[config.mk]
export PLATFORM = sky130hd
export DESIGN_NAME = multicycle_sequencer
export DESIGN_NICKNAME = d
export VERILOG_FILES = /design/src/rtl/corg_pkg.sv /design/src/rtl/seq_watchdog.sv /design/src/rtl/multicycle_sequencer.sv
export SDC_FILE = /design/constraint.sdc
export NUM_CORES = 1
export LEC_CHECK = 0
export CELL_PAD_IN_SITES_DETAIL_PLACEMENT = 0
export CELL_PAD_IN_SITES_GLOBAL_PLACEMENT = 1
export CORE_MARGIN = 2
export CORE_UTILIZATION = 39
export CTS_BUF_LIST = sky130_fd_sc_hd__clkbuf_16
export DETAILED_ROUTE_END_ITERATION = 6
export GPL_ROUTABILITY_DRIVEN = 0
export GPL_TIMING_DRIVEN = 0
export PLACE_DENSITY = 0.76
export SYNTH_ARGS = -nofsm -noshare
export SYNTH_HDL_FRONTEND = slang
export SYNTH_SLANG_ARGS = --single-unit
export TNS_END_PERCENT = 20
[constraint.sdc]
create_clock -name clk -period 2.1 [get_ports clk]
set_clock_uncertainty 0.05 [all_clocks]
set_input_delay 0.315 -clock clk [delete_from_list [all_inputs] [get_ports clk]]
set_output_delay 0.315 -clock clk [all_outputs]
set_load 0.005 [all_outputs]
[src/rtl/corg_pkg.sv]
// Shared CORG definitions: sequencer state encoding, PC source select codes and
// the ControlUnit opcodes.
package corg_pkg;

  typedef enum logic [2:0] {
    S_IDLE   = 3'd0,
    S_FETCH  = 3'd1,
    S_DECODE = 3'd2,
    S_EXEC   = 3'd3,
    S_MEM    = 3'd4,
    S_WB     = 3'd5
  } state_e;

  localparam logic [1:0] PC_SRC_PC1    = 2'b00;
  localparam logic [1:0] PC_SRC_BRANCH = 2'b01;
  localparam logic [1:0] PC_SRC_JUMP   = 2'b10;
  localparam logic [1:0] PC_SRC_REG    = 2'b11;

  localparam logic [4:0] OP_JR   = 5'b10101;
  localparam logic [4:0] OP_SUBI = 5'b01010;
  localparam logic [4:0] OP_BEQ  = 5'b10010;
  localparam logic [4:0] OP_LW   = 5'b11010;
  localparam logic [4:0] OP_J    = 5'b00001;

endpackage

[src/rtl/seq_watchdog.sv]
// Handshake watchdog: counts stalled request cycles and flags the cycle in which
// the stall budget runs out.
module seq_watchdog #(
  parameter int unsigned WAIT_LIMIT = 255
) (
  input  logic clk,
  input  logic rst,
  input  logic clear,
  input  logic enable,
  output logic expired
);

  logic [15:0] count_q;

  always_ff @(posedge clk or posedge rst) begin
    if (rst) begin
      count_q <= '0;
    end else if (clear) begin
      count_q <= '0;
    end else if (enable) begin
      count_q <= count_q + 16'd1;
    end
  end

  // Fires during the WAIT_LIMIT-th stalled cycle so req is high exactly WAIT_LIMIT cycles.
  assign expired = enable && (count_q == 16'(WAIT_LIMIT - 1));

endmodule

[src/rtl/multicycle_sequencer.sv]
// Multi-cycle sequencer for the CORG datapath: walks FETCH/DECODE/EXEC/MEM/WB,
// issues the per-cycle strobes and counts retired instructions.
module multicycle_sequencer
  import corg_pkg::*;
#(
  parameter int unsigned CNT_W      = 16,
  parameter int unsigned WAIT_LIMIT = 255
) (
  input  logic             clk,
  input  logic             rst,
  input  logic             run,
  input  logic             ctrl_reg_write,
  input  logic             ctrl_mem_read,
  input  logic             ctrl_mem_write,
  input  logic             ctrl_branch,
  input  logic             ctrl_jump,
  input  logic             ctrl_jump_reg,
  input  logic             alu_zero,
  input  logic             imem_ready,
  input  logic             dmem_ready,
  output logic             imem_req,
  output logic             ir_write,
  output logic             pc_write,
  output logic [1:0]       pc_src,
  output logic             dmem_req,
  output logic             dmem_we,
  output logic             rf_we,
  output logic             retire,
  output logic [CNT_W-1:0] retired_count,
  output logic             bus_error,
  output logic             busy
);

  state_e           state_q, state_d;
  logic [CNT_W-1:0] count_q, count_d;
  logic             bus_error_q, bus_error_d;
  logic             wd_enable, wd_clear, wd_expired;

  // Count only stalled request cycles; any other cycle re-arms the watchdog.
  assign wd_enable = ((state_q == S_FETCH) && !imem_ready) ||
                     ((state_q == S_MEM) && !dmem_ready);
  assign wd_clear  = !wd_enable;

  seq_watchdog #(
    .WAIT_LIMIT(WAIT_LIMIT)
  ) u_watchdog (
    .clk    (clk),
    .rst    (rst),
    .clear  (wd_clear),
    .enable (wd_enable),
    .expired(wd_expired)
  );

  always_comb begin
    state_d     = state_q;
    count_d     = count_q;
    bus_error_d = bus_error_q;
    imem_req    = 1'b0;
    ir_write    = 1'b0;
    pc_write    = 1'b0;
    pc_src      = PC_SRC_PC1;
    dmem_req    = 1'b0;
    dmem_we     = 1'b0;
    rf_we       = 1'b0;
    retire      = 1'b0;

    case (state_q)
      S_IDLE: begin
        if (run && !bus_error_q) state_d = S_FETCH;
      end
      S_FETCH: begin
        imem_req = 1'b1;
        if (imem_ready) begin
          ir_write = 1'b1;
          pc_write = 1'b1;
          pc_src   = PC_SRC_PC1;
          state_d  = S_DECODE;
        end else if (wd_expired) begin
          bus_error_d = 1'b1;
          state_d     = S_IDLE;
        end
      end
      S_DECODE: state_d = S_EXEC;
      S_EXEC: begin
        if (ctrl_jump_reg) begin
          pc_write = 1'b1;
          pc_src   = PC_SRC_REG;
          retire   = 1'b1;
        end else if (ctrl_jump) begin
          pc_write = 1'b1;
          pc_src   = PC_SRC_JUMP;
          retire   = 1'b1;
        end else if (ctrl_branch) begin
          pc_write = alu_zero;
          pc_src   = PC_SRC_BRANCH;
          retire   = 1'b1;
        end else if (ctrl_mem_read || ctrl_mem_write) begin
          state_d = S_MEM;
        end else if (ctrl_reg_write) begin
          state_d = S_WB;
        end else begin
          retire = 1'b1;
        end
      end
      S_MEM: begin
        dmem_req = 1'b1;
        dmem_we  = ctrl_mem_write && !ctrl_mem_read;
        if (dmem_ready) begin
          if (ctrl_mem_read) state_d = S_WB;
          else               retire  = 1'b1;
        end else if (wd_expired) begin
          bus_error_d = 1'b1;
          state_d     = S_IDLE;
        end
      end
      S_WB: begin
        rf_we  = 1'b1;
        retire = 1'b1;
      end
      default: state_d = S_IDLE;
    endcase

    if (retire) begin
      count_d = count_q + {{(CNT_W-1){1'b0}}, 1'b1};
      state_d = run ? S_FETCH : S_IDLE;
    end
  end

  always_ff @(posedge clk or posedge rst) begin
    if (rst) begin
      state_q     <= S_IDLE;
      count_q     <= '0;
      bus_error_q <= 1'b0;
    end else begin
      state_q     <= state_d;
      count_q     <= count_d;
      bus_error_q <= bus_error_d;
    end
  end

  assign retired_count = count_q;
  assign bus_error     = bus_error_q;
  assign busy          = (state_q != S_IDLE);

endmodule

==> flow_summary.toml <==
[die]
die_h_um = 74.04
ioPinCount = 39
initial_core_util_pct = 40.50
core-area_um2 = 4723
fp-row-count = 25
die_w_um = 74.04
dieArea_um2 = 5482

[synthesis]
yosysWarnings = 0
synth_area_um2 = 1913
synth.distinct_cells = 42
ys_seq_area_share_pct = 47.09
synth_top_area_share_pct = 47.09
synth_top_cells_by_area = "dfrtp_1 (47%), xor2_1 (8.2%), nor2_1 (5.3%)"
synth_fp_nets = 201
netlist_instances = 186
synth_seq_cells = 36
syn_avg_cell_area_um2 = 10.29
synth-main-ff-cell = "dfrtp_1"
async_reset_ff_share_pct = 100.0
synth_area_leader_cell = "dfrtp_1"
synth-edff-count = 0

[critical_path]
r2r_cells = 7
crit_arrival_ns = 1.68
path_class = "register to output pin"
setup.worst_path.start_class = "register"
crit_required_ns = 1.74
r2r-end = "retired_count[9]$_DFFE_PP0P_"
path_max_fanout = 5
r2r_start = "state_q[2]$_DFFE_PP0P_"
worstSetupStartpoint = "state_q[2]$_DFFE_PP0P_"
r2r_setup_slack_ns = 0.14
cp-end-kind = "output pin"

[hold_path]
hold_class = "input pin to async pin"

[final_layout]
n_antenna_cell = 0
final_cell_mix = "dfrtp_1 (36), clkdlybuf4s50_1 (30), nor2_1 (25)"
drive_gt1_share_pct = 16.67
finalNetCount = 254
synthToLayoutAreaGrowth_pct = 39.96
final_common_cell = "dfrtp_1"
finish.utilization_pct = 56.69

[clock_tree]
clkTransAtPathRegs_ns = 0.06
clk_latency_ns = 0.27
cts_buffer_depth = 2
cts_root_buffer = "clkbuf_16"
htreeDepth = 2
tritoncts = "yes"
numCtsBuffers = 5
clock-sinks = 36

[timing]
slew-limit-headroom_pct = 55.60
rsz0062_at_grt = "false"
period_share_pct = 97.54
slew_violations = 0
hold_viol = 0
max_freq_mhz = 488.2
tightest_slew_ns = 0.6652
period_needed_ns = 2.048
tns_ns = 0
finalSetupViolCount = 0
fin_ws_ns = 0.05168

[placement]
post-place-ws_ns = -0.4659
port_buffers = 38
hpwl_um = 2822

[power]
finalPower_w = 0.002791
ir_drop_uv = 430.5
power_density_nw_per_um2 = 1042
leakage_nw = 1.235

[run]
drv_cap = 0

[global_route]
antenna_found_initial = 0
grt_pass1_vias = 1487
grt_max_degree = 23
grt_util_all_layers_pct = 16.03
overflow = 0
grt_pass1_wl_um = 6831

[detailed_routing]
drtIter0Drc = 68
num_vias = 1476
dr.pass1.iters = 4
drcViolationCount = 0
vias_per_cell = 4.808
postRouteAntennaNets = 0
wl_um = 4018
wl_per_cell_um = 13.09

[run_status]
status = "complete, no violations"
worst max path at each step:
stage / endpoint / slack (ns) / cells past startpoint
after floorplan: retired_count[1]$_DFFE_PP0P_ / 0.28 / 6
after global placement: retire / -0.47 / 6
after detailed placement: retire / -0.47 / 6
after CTS: retire / -0.06 / 6
after global routing: ir_write / 0.002 / 5
final: retire / 0.05 / 5
sequential cells by signal (all words and copies together) (netlist names):
| name | count |
|---|---|
| bus_error | 1 |
| retired_count | 16 |
| state_q | 3 |
| u_watchdog.count_q | 16 |
through the flow:
stage	hold slack, ns	cell area [µm²]	cells
floorplan	0.4047	1913	186
global placement	0.4130	2377	291
detailed placement	0.4073	2405	292
CTS	0.4044	2658	308
global route	0.4344	2678	307
finish	0.3849	2678	307
report_power, final:
group          switching (W)  total [W]  internal [W]
combinational       0.000441    0.00105      0.000613
clock               0.000279   0.000837      0.000557
sequential          0.000114   0.000900      0.000786
total               0.000835    0.00279       0.00196
synth_stat cells, types with 4 or more instances:
cell type  number
nand2_1        10
dfrtp_1        36
a21oi_1         4
nand3_1        10
nand4_1         4
and3_1          4
xnor2_1        10
nor3_1          9
nor2_1         27
xor2_1         18
inv_1           8
cell families (layout without fill, tap and decap cells):
family          count (synthesis)  in the layout  share of synthesized area, %
xor+xnor                       28             28                         12.82
buf+inv                        13             67                         3.793
flops                          36             36                         47.09
compound gates                 18             18                         8.699
mux                             2              2                         1.308
simple gates                   86             86                         24.33
fa+ha+maj                       3              3                         1.962
per-layer routing:
layer  track usage, %  vias to the layer above  routed length (µm)
met5                0                        -                   0
met1            21.47                      701                1962
met3            4.201                        2                 167
met2            25.10                       29                1854
li1                 -                      744                   -
met4            5.859                        0                  34
critical path, cell delays in order (launching register included):
cell	delay, ns
dfrtp_1	0.38
buf_6	0.13
nor4bb_2	0.16
a311o_4	0.38
or2_4	0.24
buf_6	0.11
timing repair:
action                                  in CTS  in global routing
cloned                                       0                  0
buffers inserted                             8                  0
pin swaps                                    3                  2
gates resized for setup                     15                 11
hold buffers                                 0                  0
endpoints found under the setup margin       4                 12
hold endpoints to repair                     0                  0
area by class of cell:
class	instances	area (µm²)
inverters	8	30.03
clock buffers	5	125.1
clock inverters	3	42.54
repair buffers	47	475.5
flip-flops and latches	36	900.9
well taps	67	83.83
multi-input cells	137	980.9
plain buffers	4	38.79
fillers	412	2046
Power figures use the tool's default switching activity.
